==> src/rtl/pb_conditioner.sv <==
// rtl/pb_conditioner.sv - push-button synchronizer, debouncer and one-hot press arbiter
module pb_conditioner #(
  parameter int DEB_CYCLES = 100000,
  parameter int CNT_W      = 17
) (
  input  logic       clk,
  input  logic       rst_n,
  input  logic [6:0] pb_raw,
  output logic [6:0] keys,
  output logic       key_valid,
  output logic       key_held
);

  typedef enum logic [1:0] {IDLE, HELD, LOCK} state_t;

  localparam logic [CNT_W-1:0] CNT_LAST = CNT_W'(DEB_CYCLES - 1);

  logic [6:0]       sync1, sync2;
  logic [6:0]       deb;
  logic [CNT_W-1:0] cnt [7];
  state_t           state;
  logic             deb_onehot;

  assign deb_onehot = (deb != 7'h00) && ((deb & (deb - 7'd1)) == 7'h00);

  always_ff @(posedge clk) begin
    if (!rst_n) begin
      sync1 <= 7'h00;
      sync2 <= 7'h00;
    end else begin
      sync1 <= pb_raw;
      sync2 <= sync1;
    end
  end

  // Each bit only flips after DEB_CYCLES consecutive samples disagree with it.
  always_ff @(posedge clk) begin
    if (!rst_n) begin
      deb <= 7'h00;
      for (int i = 0; i < 7; i++) cnt[i] <= '0;
    end else begin
      for (int i = 0; i < 7; i++) begin
        if (sync2[i] == deb[i]) begin
          cnt[i] <= '0;
        end else if (cnt[i] == CNT_LAST) begin
          deb[i] <= sync2[i];
          cnt[i] <= '0;
        end else begin
          cnt[i] <= cnt[i] + 1'b1;
        end
      end
    end
  end

  always_ff @(posedge clk) begin
    if (!rst_n) begin
      state     <= IDLE;
      keys      <= 7'h00;
      key_valid <= 1'b0;
      key_held  <= 1'b0;
    end else begin
      keys      <= 7'h00;
      key_valid <= 1'b0;
      case (state)
        IDLE: begin
          if (deb_onehot) begin
            keys      <= deb;
            key_valid <= 1'b1;
            key_held  <= 1'b1;
            state     <= HELD;
          end else if (deb != 7'h00) begin
            key_held  <= 1'b1;
            state     <= LOCK;
          end else begin
            key_held  <= 1'b0;
          end
        end
        HELD, LOCK: begin
          if (deb == 7'h00) begin
            key_held <= 1'b0;
            state    <= IDLE;
          end
        end
        default: begin
          key_held <= 1'b0;
          state    <= IDLE;
        end
      endcase
    end
  end

endmodule

==> config.mk <==
export PLATFORM = sky130hd
export DESIGN_NAME = pb_conditioner
export DESIGN_NICKNAME = d
export VERILOG_FILES = /design/src/rtl/pb_conditioner.sv
export SDC_FILE = /design/constraint.sdc
export NUM_CORES = 1
export LEC_CHECK = 0
export ABC_AREA = 1
export CORE_ASPECT_RATIO = 1.1
export CORE_MARGIN = 2
export CORE_UTILIZATION = 50
export DETAILED_ROUTE_END_ITERATION = 8
export PLACE_DENSITY = 0.66
export SLEW_MARGIN = 20
export SYNTH_ARGS = -nofsm -noshare
export SYNTH_HDL_FRONTEND = slang
export SYNTH_SLANG_ARGS = --single-unit
==> constraint.sdc <==
create_clock -name clk -period 1.75 [get_ports clk]
set_input_delay 0.175 -clock clk [delete_from_list [all_inputs] [get_ports clk]]
set_output_delay 0.175 -clock clk [all_outputs]
set_load 0.01 [all_outputs]
Word level (Yosys, flattened, before mapping)
Memory sizes are Yosys's and may differ from the RTL's.
Index checks and enable logic that the tools add are counted.
{"block": "word_totals", "reg_bits": 32, "ramBits": 119, "input_bits": 9, "wordCells": 193, "memories": 1}
{"block": "classes", "addsub": 8, "eq_ne": 18, "n_mux": 108, "bitwise": 29, "n_reduce_logical": 16}
{"memory": "cnt", "words": 7, "width": 17, "read_ports": 7, "rd_ports_with_merged_regs": 0, "wr": 7, "line_no": "20", "rtl": "logic [CNT_W-1:0] cnt [7];"}
{"op": "$mux 17", "n": 21}
{"op": "$add 17x1->17 const B", "n": 7}
{"op": "$eq 17x17->1 const B", "n": 7}
{"op": "$mux 1", "n": 82}
{"op": "$or 1x1->1", "n": 21}
{"op": "$reduce_and 2->1", "n": 9}
{"op": "$logic_not 7->1", "n": 2}
{"op": "$and 7x7->7", "n": 1}
{"op": "$eq 1x1->1", "n": 7}
{"op": "$not 1->1", "n": 7}
{"op": "$reduce_bool 7->1", "n": 1}
{"op": "$sub 7x1->7 const B", "n": 1}
{"op": "$mux 2", "n": 3}
{"op": "$pmux 2 s2", "n": 1}
{"op": "$ne 3x3->1 const B", "n": 1}
{"op": "$reduce_and 3->1", "n": 1}
{"op": "$eq 2x1->1 const B", "n": 1}
{"op": "$eq 2x2->1 const B", "n": 1}
{"op": "$logic_not 2->1", "n": 1}
{"op": "$ne 2x2->1 const B", "n": 1}
{"op": "$pmux 1 s2", "n": 1}
{"op": "$reduce_or 2->1", "n": 1}
{"op": "$logic_and 1x1->1", "n": 1}

Depth between registers and ports, before layout
Gate-level depths: netlist (run 1).
{"block": "depth", "word_depth": 7, "depth_mapped": 10, "mapped_depth_nobuf": 10}

Least setup slack after synthesis (run 1)
Ideal clock, no wire load.
{"block": "synth_timing", "kind": "reg-to-reg", "from": "mem cnt[2][0]", "to": "mem cnt[2][12], data pin", "t_arrival_ns": 1.308, "required_time_ns": 1.498, "setup_slack_ns": 0.190, "path_stages_with_launch": 8, "n_path_buf": 1, "period_less_slack_ns": 1.560, "path_cell_list": "edfxtp_1 > ha_1 > nand2_2 > nor2_2 > nand3_1 > o21bai_4 > buf_6 > nor2_1"}
{"element": "start, declared", "line_no": "20"}

==> reports/results.md, run 1 <==
Floorplanning
* 139 µm — Die H
* 127 µm — die width
* 0.0176 mm² — die area
* 0.0163 mm² — Floorplan Core Area
* 49 — number of placement rows
* 0.509 — initial core utilization
* 18 — total I/O pin count

CTS
* 151 — number of clock sinks
* 17 — Num CTS Buffers
* built — clock tree from TritonCTS
* 0.06 ns — clock slew at the register clock pins of the worst setup and hold paths
* 4 — maximum level of the CTS H-tree
* 0 — number of hold-repair buffers added at the cts stage
* 2 — maximum clock path buffer count
* 0.42 ns — Worst-Skew Late Latency
* sky130_fd_sc_hd__clkbuf_16 — master cell of the clock root buffer

Logic synthesis
* 34 — count of unique library cells instantiated by Yosys
* 1010 — Post-Synthesis Cells
* 0 — proportion of synthesized area in mux cells
* 0 — Synth warnings
* 0.0369 — xor/xnor share of the synthesized area
* 119 — Post-synth EDFFs
* 151 — total of flip-flops plus latches after synthesis
* 218 x sky130_fd_sc_hd__nand2_1, 151 x sky130_fd_sc_hd__nor2_1, 147 x sky130_fd_sc_hd__inv_1 — Commonest cells post-synth
* 0.00830 mm² — cell area after technology mapping
* sky130_fd_sc_hd__nand2_1 — most repeated cell in the gate-level netlist after synthesis
* 0.508 — share of the yosys chip area belonging to registers
* 0.431 — area share of the largest cell type after synthesis
* 0.314 — post-synthesis share of cell area spent on and, or, nand and nor gates
* sky130_fd_sc_hd__edfxtp_1 43%, sky130_fd_sc_hd__nand2_1 9.9%, sky130_fd_sc_hd__dfxtp_1 7.7% — largest cells by area after synthesis
* 0 — asr flop ratio synth
* sky130_fd_sc_hd__edfxtp_1 — Synth Flop Type
* simple AND/OR/NAND/NOR gates — main combinational cell family by area after synthesis
* sky130_fd_sc_hd__edfxtp_1 — biggest area consumer among synthesized cells
* 8.22 µm² — per-instance average area after synthesis
* 0.0121 — Synth Area in Adders
* 0.0508 — compound-cell area share of the yosys netlist

Global route
* 0.192 — global routing usage summed across all routing layers
* 0 — initial antenna violation count
* 0 — sum of overflow across all layers after global routing
* 27.8 mm — wire length of the first global-routing pass
* 22 — largest net degree at the start of global routing
* 6390 — vias in the first global route

Power and ir drop
* 817 mW/mm² — power per cell area
* 0.580 mV — worst supply voltage drop on vdd
* 0.047 — combinational share of power
* 4.36 nW — reported leakage power
* 0.222 — switching share of power
* 1.83 mW — net load switching power
* 6.42 mW — total internal power
* 8.25 mW — Total Power
* 0.453 — proportion of power drawn by the clock network
* 0.499 — register share of total power

STA
* 0.00691 ns — worst clock skew
* 0 — number of slew-limit violations in the final report
* 0 — count of endpoints failing setup in the final report
* 0.106 ns — min setup slack post-route
* 1.64 ns — min Tclk post-route
* 0.608 GHz — achievable clock frequency
* 0.939 — post-route fraction of the period consumed by the critical path
* 0 — count of final hold-check violations

Routing
* met4 — highest metal used
* 340 — DRT iter0 DRCs
* 4.80 — vias per cell
* 6753 — count of vias placed by the detailed router
* 7.62 mm — Metal-1 WL
* 408 µm — routed length on met3
* 0 — Detail Route Antenna Nets
* 7.91 mm — DR WL met2
* 4 — Pre-Repair DR Iteration Count
* 0 — total DRC errors in the routed layout
* 16.2 mm — Post-Route WL
* 11.5 µm — DR WL/cell

Placed design
* 0.860 — final weighted congestion of routability-driven global placement
* 17 — count of port buffers added during placement
* -0.0115 ns — post-placement worst setup slack
* 11.9 mm — total half-perimeter wirelength after legalization and detailed placement

Run
* 0 — maximum capacitance violations

Cells and area
* 0 — diode insertion count for antenna repair
* 0.0990 — fraction of layout cells with a size suffix above 1
* 1206 — net total in the final layout
* 21.6% — post-synthesis to final-layout area growth
* 1428 — filler instances
* 0.00397 mm² — area of combinational cells with multiple inputs
* 0.00421 mm² — Sequential Area

Worst hold path
* 3 — worst hold path stage count
* sync1[3]$_SDFF_PN0_ — Hold Crit Endpoint
* in -> reg — path type of the worst min-delay path
* pb_raw[3] — start point of the worst min-delay path

Critical path
* reg -> reg — kind of critical path
* 6 — Worst Reg2Reg Path Length in Cells
* flop — startpoint kind of the worst setup timing path
* sky130_fd_sc_hd__edfxtp_1 — slowest cell on the critical path
* 1.83 ns — data arrival at the endpoint of the critical path
* 1.93 ns — Req. time, crit path
* 0.38 ns — max incr delay on CP
* ha_1 > nand3_2 > nor3_4 > buf_4 > xor2_1 > nor2_1 — worst-path cell chain
* flop — critical path endpoint category
* 4 — worst-path fanout max
* cnt[3][0]$_SDFFCE_PN0P_ — startpoint of the most critical register-to-register path
* cnt[3][6]$_SDFFCE_PN0P_ — endpoint of the worst-slack reg-to-reg timing path
* 0.11 ns — worst reg-to-reg setup slack
* cnt[3][0]$_SDFFCE_PN0P_ — Crit. Startpoint

Run status
* finished clean — result of the run

## placed cells by master (no fill, tap or decap), types with 3 or more instances in the layout
cell                              instances
sky130_fd_sc_hd__nor3b_1                  4
sky130_fd_sc_hd__or2_0                    7
sky130_fd_sc_hd__nand3_1                 62
sky130_fd_sc_hd__nand3_2                  3
sky130_fd_sc_hd__a21oi_1                 54
sky130_fd_sc_hd__nand2_4                  3
sky130_fd_sc_hd__inv_1                  147
sky130_fd_sc_hd__inv_2                    4
sky130_fd_sc_hd__xnor2_1                  7
sky130_fd_sc_hd__xor2_1                  28
sky130_fd_sc_hd__nand2_2                  8
sky130_fd_sc_hd__ha_1                     8
sky130_fd_sc_hd__nand4_1                 42
sky130_fd_sc_hd__nor2_1                 148
sky130_fd_sc_hd__clkdlybuf4s50_1         17
sky130_fd_sc_hd__nand3b_1                 3
sky130_fd_sc_hd__buf_12                   3
sky130_fd_sc_hd__nor3_2                   9
sky130_fd_sc_hd__nor2_2                  11
sky130_fd_sc_hd__nand2_1                217
sky130_fd_sc_hd__clkinv_4                 7
sky130_fd_sc_hd__o21ai_0                 17
sky130_fd_sc_hd__nor3_4                   4
sky130_fd_sc_hd__nor3_1                  46
sky130_fd_sc_hd__dfxtp_1                 32
sky130_fd_sc_hd__nor2_4                   4
sky130_fd_sc_hd__conb_1                 119
sky130_fd_sc_hd__clkbuf_16               19
sky130_fd_sc_hd__edfxtp_1               119
sky130_fd_sc_hd__buf_4                   32
## worst max-delay path, delay by kind of cell (launching register included)
family        cells  cell delay, ns
fa+ha+maj         1            0.23
flops             1            0.38
simple gates      3            0.48
buf+inv           1            0.15
xor+xnor          1            0.16
## layout make-up
| class | count | share of cell area |
|---|---|---|
| timing repair buffer | 52 | 0.0466 |
| clock buffer | 19 | 0.0471 |
| multi-input combinational | 816 | 0.393 |
| tap | 204 | 0.0253 |
| sequential | 151 | 0.418 |
| clock inverter | 13 | 0.0143 |
| inverter | 151 | 0.0562 |
## flip-flops by register name (all words and copies together), names as in the netlist
signal,count
cnt,119
deb,7
keys,7
sync1,7
sync2,7
state,2
key_held,1
key_valid,1
## per-layer routing
layer / global-route usage / up-vias
met5: 0 / -
li1: - / 3577
met1: 0.245 / 3064
met2: 0.327 / 97
met3: 0.0316 / 15
met4: 0.0752 / 0
## through the flow
step                      std cells  hold slack (ns)  utilization   TNS, ns  area, µm²
after global routing           1406            0.268        0.619  -0.00668      10100
after detailed placement       1370            0.397        0.573   -0.0166       9340
after global placement         1370            0.395        0.573         0       9340
final                          1406            0.272        0.619         0      10100
after floorplan                1128            0.273            -         0       8740
after CTS                      1402            0.252        0.611         0       9960
## kinds of logic after synthesis
logic type,Yosys count
other cells,1
flops,151
buf+inv,161
fa+ha+maj,8
compound gates,79
xor+xnor,35
simple gates,575
## worst max-delay path by stage
stage	endpoint	slack, ns
6_report	cnt[3][6]$_SDFFCE_PN0P_	0.11
5_1_grt	cnt[1][16]$_SDFFCE_PN0P_	-0.004
4_1_cts	cnt[0][16]$_SDFFCE_PN0P_	0.06
3_5_place_dp	cnt[1][2]$_SDFFCE_PN0P_	-0.01
3_3_place_gp	cnt[6][2]$_SDFFCE_PN0P_	0.04
2_1_floorplan	cnt[2][12]$_SDFFCE_PN0P_	0.19
## power by group through the flow
stage               logic, mW  registers [mW]  clock network, mW
CTS                     0.372            4.12               3.85
finish                  0.391            4.12               3.74
detailed placement      0.369            4.19                  0
global route            0.456            4.14               3.98
global placement        0.365            4.19                  0
floorplan               0.277            4.16                  0
## repair_timing
action                     in CTS  in global routing
resized for setup               0                 19
setup endpoints to repair       0                 79
buffers inserted                0                  4
Note: power is estimated with default switching activity, not from simulation.
==> run 2: changes to the inputs <==
Settings changed: HOLD_SLACK_MARGIN from default to 0.05, TNS_END_PERCENT from default to 10.
==> run 2 against run 1 <==
Against the previous run: flip-flop and latch count stayed put; die area stayed put; cell area decreased by 0.40%; highest routed layer unchanged; critical path type unchanged; clock power barely moved; via count is 0.40% lower.
==> reports/results.md, run 2 (synthesis results as in run 1) <==
Power and ir drop
* 0.579 mV — worst supply voltage drop on vdd, -0.15%
* 8.25 mW — Total Power, about the same
* 821 mW/mm² — power per cell area, +0.39%
* 4.35 nW — reported leakage power, -0.43%

Run status
* finished clean — result of the run

Critical path
* 2.00 ns — Req. time, crit path, +0.07 ns
* reg -> reg — kind of critical path
* flop — startpoint kind of the worst setup timing path
* 1.87 ns — data arrival at the endpoint of the critical path, +0.04 ns
* 0.13 ns — worst reg-to-reg setup slack, +0.03 ns
* 15 — worst-path fanout max, +11
* flop — critical path endpoint category

CTS
* 2 — maximum clock path buffer count, unchanged
* 151 — number of clock sinks, unchanged
* sky130_fd_sc_hd__clkbuf_16 — master cell of the clock root buffer
* built — clock tree from TritonCTS
* 0.06 ns — clock slew at the register clock pins of the worst setup and hold paths, about the same
* 0.42 ns — Worst-Skew Late Latency, about the same
* 4 — maximum level of the CTS H-tree, unchanged
* 17 — Num CTS Buffers, unchanged

Floorplanning
* 18 — total I/O pin count, unchanged
* 49 — number of placement rows, unchanged
* 0.509 — initial core utilization, unchanged
* 127 µm — die width, unchanged
* 0.0176 mm² — die area, unchanged
* 139 µm — Die H, unchanged
* 0.0163 mm² — Floorplan Core Area, unchanged

Global route
* 27.8 mm — wire length of the first global-routing pass, unchanged
* 0 — sum of overflow across all layers after global routing, unchanged
* 0 — initial antenna violation count, unchanged
* 6390 — vias in the first global route, unchanged
* 22 — largest net degree at the start of global routing, unchanged
* 0.192 — global routing usage summed across all routing layers, unchanged

Routing
* 16.1 mm — Post-Route WL, -0.54%
* 0 — Detail Route Antenna Nets, unchanged
* 5 — Pre-Repair DR Iteration Count, +1
* 6726 — count of vias placed by the detailed router, -0.40%
* 373 — DRT iter0 DRCs, +9.7%
* 0 — total DRC errors in the routed layout, unchanged
* 4.79 — vias per cell, -0.19%
* 11.5 µm — DR WL/cell, -0.32%

Placed design
* 1370 — Cell Count Post-Placement, unchanged
* 0.00934 mm² — post-detailed-placement cell area, unchanged
* 11.9 mm — total half-perimeter wirelength after legalization and detailed placement, unchanged
* 17 — count of port buffers added during placement, unchanged
* 0.860 — final weighted congestion of routability-driven global placement, unchanged
* -0.0115 ns — post-placement worst setup slack, unchanged

Cells and area
* 1203 — net total in the final layout, -0.25%
* 0.0951 — fraction of layout cells with a size suffix above 1, -0.00392
* 1434 — filler instances, +0.42%
* 0.00421 mm² — Sequential Area, unchanged
* 0 — diode insertion count for antenna repair, unchanged
* 0.00395 mm² — area of combinational cells with multiple inputs, -0.44%
* 217 x sky130_fd_sc_hd__nand2_1, 148 x sky130_fd_sc_hd__nor2_1, 147 x sky130_fd_sc_hd__inv_1 — commonest cells after routing, fill and taps aside
* sky130_fd_sc_hd__nand2_1 — leading cell type in the layout, fill and taps excluded
* cnt — Most flops, register
* 0.0101 mm² — design area, -0.40%
* 21.1% — post-synthesis to final-layout area growth
* 1403 — post-route insts no fill, -0.21%
* 119 — max reg flops, unchanged

STA
* 0 — count of final hold-check violations, unchanged
* 0.134 ns — min setup slack post-route, +0.0279 ns
* 0.924 — post-route fraction of the period consumed by the critical path, -0.0159
* 0.00690 ns — worst clock skew, -0.0000101 ns
* 0.619 GHz — achievable clock frequency, +1.7%
* 0 — count of endpoints failing setup in the final report, unchanged
* true — setup repair after global routing missed its margin
* 0.272 ns — smallest hold slack, -0.000231 ns
* 1.62 ns — min Tclk post-route, -0.0279 ns
* 0 — number of slew-limit violations in the final report, unchanged

Worst hold path
* in -> reg — path type of the worst min-delay path

Run
* 0 — maximum capacitance violations, unchanged

[run 2: what timing repair did]
action / 4_1_cts / 5_1_grt
endpoints found under the setup margin: 0 / 79
setup buffers: 0 / 1
hold buffers: 0 / 0
gates resized for setup: 0 / 16
[run 2: final cells by class]
| class | count | share of cell area |
|---|---|---|
| tap | 204 | 0.0254 |
| timing repair buffer | 49 | 0.0446 |
| clock inverter | 13 | 0.0143 |
| inverter | 151 | 0.0564 |
| sequential | 151 | 0.419 |
| clock buffer | 19 | 0.0473 |
| multi-input combinational | 816 | 0.393 |
[run 2: routing by layer]
metal / global-route usage / routed length [µm] / part of all wire
met5: 0 / 0 / 0
met2: 0.327 / 7830 / 0.49
met4: 0.0752 / 233 / 0.014
met3: 0.0316 / 415 / 0.026
met1: 0.245 / 7620 / 0.47
[run 2: path summary, 6_finish.rpt]
kind,cells after the start,from,endpoint
hold / removal,3,pb_raw[3],sync1[3]$_SDFF_PN0_
setup reg to reg,6,cnt[1][0]$_SDFFCE_PN0P_,cnt[1][2]$_SDFFCE_PN0P_
hold reg to reg,2,sync1[4]$_SDFF_PN0_,sync2[4]$_SDFF_PN0_
setup / recovery,6,cnt[1][0]$_SDFFCE_PN0P_,cnt[1][2]$_SDFFCE_PN0P_
[run 2: report_power, final]
part	total [mW]	switching, mW	internal [mW]
Clock	3.74	1.47	2.28
Sequential	4.12	0.115	4.00
Combinational	0.388	0.253	0.136
Total	8.25	1.83	6.42
[run 2: per-stage QoR]
| stage | setup TNS (ns) | utilization |
|---|---|---|
| detailed placement | -0.0166 | 0.573 |
| finish | 0 | 0.616 |
| CTS | 0 | 0.611 |
| floorplan | 0 | - |
| global placement | 0 | 0.573 |
| global route | -0.0703 | 0.616 |
[run 2: critical path, cell delays in order (launching register included)]
cell	delay (ns)
sky130_fd_sc_hd__edfxtp_1	0.41
sky130_fd_sc_hd__ha_1	0.27
sky130_fd_sc_hd__nand3_2	0.13
sky130_fd_sc_hd__inv_1	0.08
sky130_fd_sc_hd__nand3_1	0.13
sky130_fd_sc_hd__nand2_2	0.20
sky130_fd_sc_hd__nor3_1	0.22
==> run 3: changes to the inputs <==
Settings changed: CORE_ASPECT_RATIO 1.1 to 0.5, SLEW_MARGIN 20 to 0.
==> run 3 against run 2 <==
Against the previous run: final cell count increased by 2.8%; cell area grew 1.7%; setup slack got worse by 0.025 ns; clock skew increased by 0.0030 ns; flip-flop and latch count unchanged; critical path depth increased by 1; core utilization is 1.0 points higher; clock power increased by 5%; hold slack improved by 0.013 ns; count of clock-buffer cells in the layout up 6; critical path type unchanged; largest cell class unchanged.
==> reports/results.md, run 3 (synthesis results as in run 1) <==
CTS
* 17 — Num CTS Buffers, unchanged
* built — clock tree from TritonCTS
* 2 — maximum clock path buffer count, unchanged
* 151 — number of clock sinks, unchanged
* sky130_fd_sc_hd__clkbuf_16 — master cell of the clock root buffer
* 0.42 ns — Worst-Skew Late Latency, about the same
* 4 — maximum level of the CTS H-tree, unchanged
* 0 — number of hold-repair buffers added at the cts stage, unchanged
* 0.07 ns — clock slew at the register clock pins of the worst setup and hold paths, about the same

STA
* 0 — count of endpoints failing setup in the final report, unchanged
* 0.00987 ns — worst clock skew, +0.00297 ns
* 1.64 ns — min Tclk post-route, +0.0250 ns
* 0 — number of slew-limit violations in the final report, unchanged
* 0.938 — post-route fraction of the period consumed by the critical path, +0.0143
* 0 — count of final hold-check violations, unchanged
* true — setup repair after global routing missed its margin
* 0.609 GHz — achievable clock frequency, -1.5%

Run
* 0 — maximum capacitance violations, unchanged

Critical path
* 1.82 ns — data arrival at the endpoint of the critical path, -0.05 ns
* 0.36 ns — max incr delay on CP, -0.05 ns
* reg -> reg — kind of critical path
* 1.92 ns — Req. time, crit path, -0.08 ns
* 7 — Worst Reg2Reg Path Length in Cells, +1
* sky130_fd_sc_hd__edfxtp_1 — slowest cell on the critical path
* ha_1 > nand2_2 > nor2_4 > nand3_1 > o21bai_4 > buf_4 > a21oi_1 — worst-path cell chain
* flop — critical path endpoint category
* 0.11 ns — worst reg-to-reg setup slack, -0.02 ns
* flop — startpoint kind of the worst setup timing path
* 7 — worst-path fanout max, -8

Power and ir drop
* 1.90 mW — net load switching power, +3.9%
* 827 mW/mm² — power per cell area, +0.74%
* 0.465 — proportion of power drawn by the clock network, +0.011
* 6.54 mW — total internal power, +2.0%
* 0.048 — combinational share of power, about the same
* 0.487 — register share of total power, -0.012
* 4.41 nW — reported leakage power, +1.5%
* 8.45 mW — Total Power, +2.4%
* 0.668 mV — worst supply voltage drop on vdd, +15%
* 0.225 — switching share of power, +0.00313

Global route
* 28.0 mm — wire length of the first global-routing pass, +1.1%
* 0 — sum of overflow across all layers after global routing, unchanged
* 0 — initial antenna violation count, unchanged
* 6448 — vias in the first global route, +0.91%
* 18 — largest net degree at the start of global routing, -18%
* 0.197 — global routing usage summed across all routing layers, +0.00457

Routing
* 422 — DRT iter0 DRCs, +13%
* 6 — Pre-Repair DR Iteration Count, +1
* 0 — Detail Route Antenna Nets, unchanged
* 11.2 µm — DR WL/cell, -2.1%
* 6910 — count of vias placed by the detailed router, +2.7%
* 0 — total DRC errors in the routed layout, unchanged
* 4.79 — vias per cell, about the same
* 16.2 mm — Post-Route WL, +0.63%

Floorplanning
* 95.1 µm — Die H, -32%
* 0.509 — initial core utilization, about the same
* 186 µm — die width, +47%
* 0.0177 mm² — die area, +0.34%
* 33 — number of placement rows, -33%
* 0.0163 mm² — Floorplan Core Area, about the same
* 18 — total I/O pin count, unchanged

Cells and area
* 0 — diode insertion count for antenna repair, unchanged
* 1410 — filler instances, -1.7%
* 0.113 — fraction of layout cells with a size suffix above 1, +0.0177
* 23.1% — post-synthesis to final-layout area growth
* 215 x sky130_fd_sc_hd__nand2_1, 148 x sky130_fd_sc_hd__nor2_1, 146 x sky130_fd_sc_hd__inv_1 — commonest cells after routing, fill and taps aside
* sky130_fd_sc_hd__nand2_1 — leading cell type in the layout, fill and taps excluded
* 119 — max reg flops, unchanged
* 1219 — net total in the final layout, +1.3%
* 0.0102 mm² — design area, +1.7%
* cnt — Most flops, register

Placed design
* 11.9 mm — total half-perimeter wirelength after legalization and detailed placement, about the same
* 0.874 — final weighted congestion of routability-driven global placement, +1.6%
* 0.00942 mm² — post-detailed-placement cell area, +0.76%
* 17 — count of port buffers added during placement, unchanged

Run status
* finished clean — result of the run

Worst hold path
* 3 — worst hold path stage count, unchanged
* in -> reg — path type of the worst min-delay path

[run 3: power groups by stage]
| stage | Sequential (mW) | Combinational [mW] | Clock, mW |
|---|---|---|---|
| CTS | 4.11 | 0.390 | 4.02 |
| global route | 4.13 | 0.470 | 4.17 |
| floorplan | 4.16 | 0.277 | 0 |
| detailed placement | 4.19 | 0.384 | 0 |
| finish | 4.11 | 0.407 | 3.93 |
| global placement | 4.18 | 0.377 | 0 |
[run 3: final timing paths]
| kind | start | endpoint |
|---|---|---|
| min reg2reg | sync1[3]$_SDFF_PN0_ | sync2[3]$_SDFF_PN0_ |
| min | pb_raw[6] | sync1[6]$_SDFF_PN0_ |
| max reg2reg | cnt[2][1]$_SDFFCE_PN0P_ | cnt[2][4]$_SDFFCE_PN0P_ |
| max | cnt[2][1]$_SDFFCE_PN0P_ | cnt[2][4]$_SDFFCE_PN0P_ |
[run 3: final cells by class]
type	count	area, µm²	area share
Inverter	151	567	0.0555
Sequential cell	151	4210	0.412
Clock inverter	7	62.6	0.00612
Tap cell	227	284	0.0278
Clock buffer	25	593	0.0580
Timing Repair Buffer	64	527	0.0515
Multi-Input combinational cell	817	3970	0.389
[run 3: repair_timing]
action                                  4_1_cts  5_1_grt
pin swaps                                     1        8
endpoints found under the setup margin        2       72
gates cloned                                  0        1
resized for setup                             0       25
setup buffers                                 3        4
[run 3: layer usage]
metal	part of all wire	routed length [µm]	up-vias	track usage
met1	0.49	8000	3180	0.257
met4	0.010	170	0	0.0617
li1	-	-	3600	-
met3	0.033	531	21	0.0432
met2	0.46	7500	109	0.330
met5	0	0	-	0
[run 3: critical path, delay by kind of cell, from the launching register on]
kind	cells	cell delay (ns)
adder cells (fa/ha/maj)	1	0.21
flip-flops	1	0.36
buffers and inverters	1	0.18
AO/OA/AOI/OAI	2	0.27
AND/OR/NAND/NOR	3	0.38
[run 3: metrics by stage]
stage / TNS [ns] / hold WS (ns) / setup WS [ns] / cells / utilization
finish: 0 / 0.285 / 0.109 / 1442 / 0.627
global route: -0.105 / 0.277 / -0.0292 / 1442 / 0.627
CTS: 0 / 0.267 / 0.0583 / 1437 / 0.619
detailed placement: -0.0243 / 0.403 / -0.0198 / 1402 / 0.577
global placement: 0 / 0.401 / 0.0421 / 1402 / 0.577
floorplan: 0 / 0.273 / 0.190 / 1128 / -
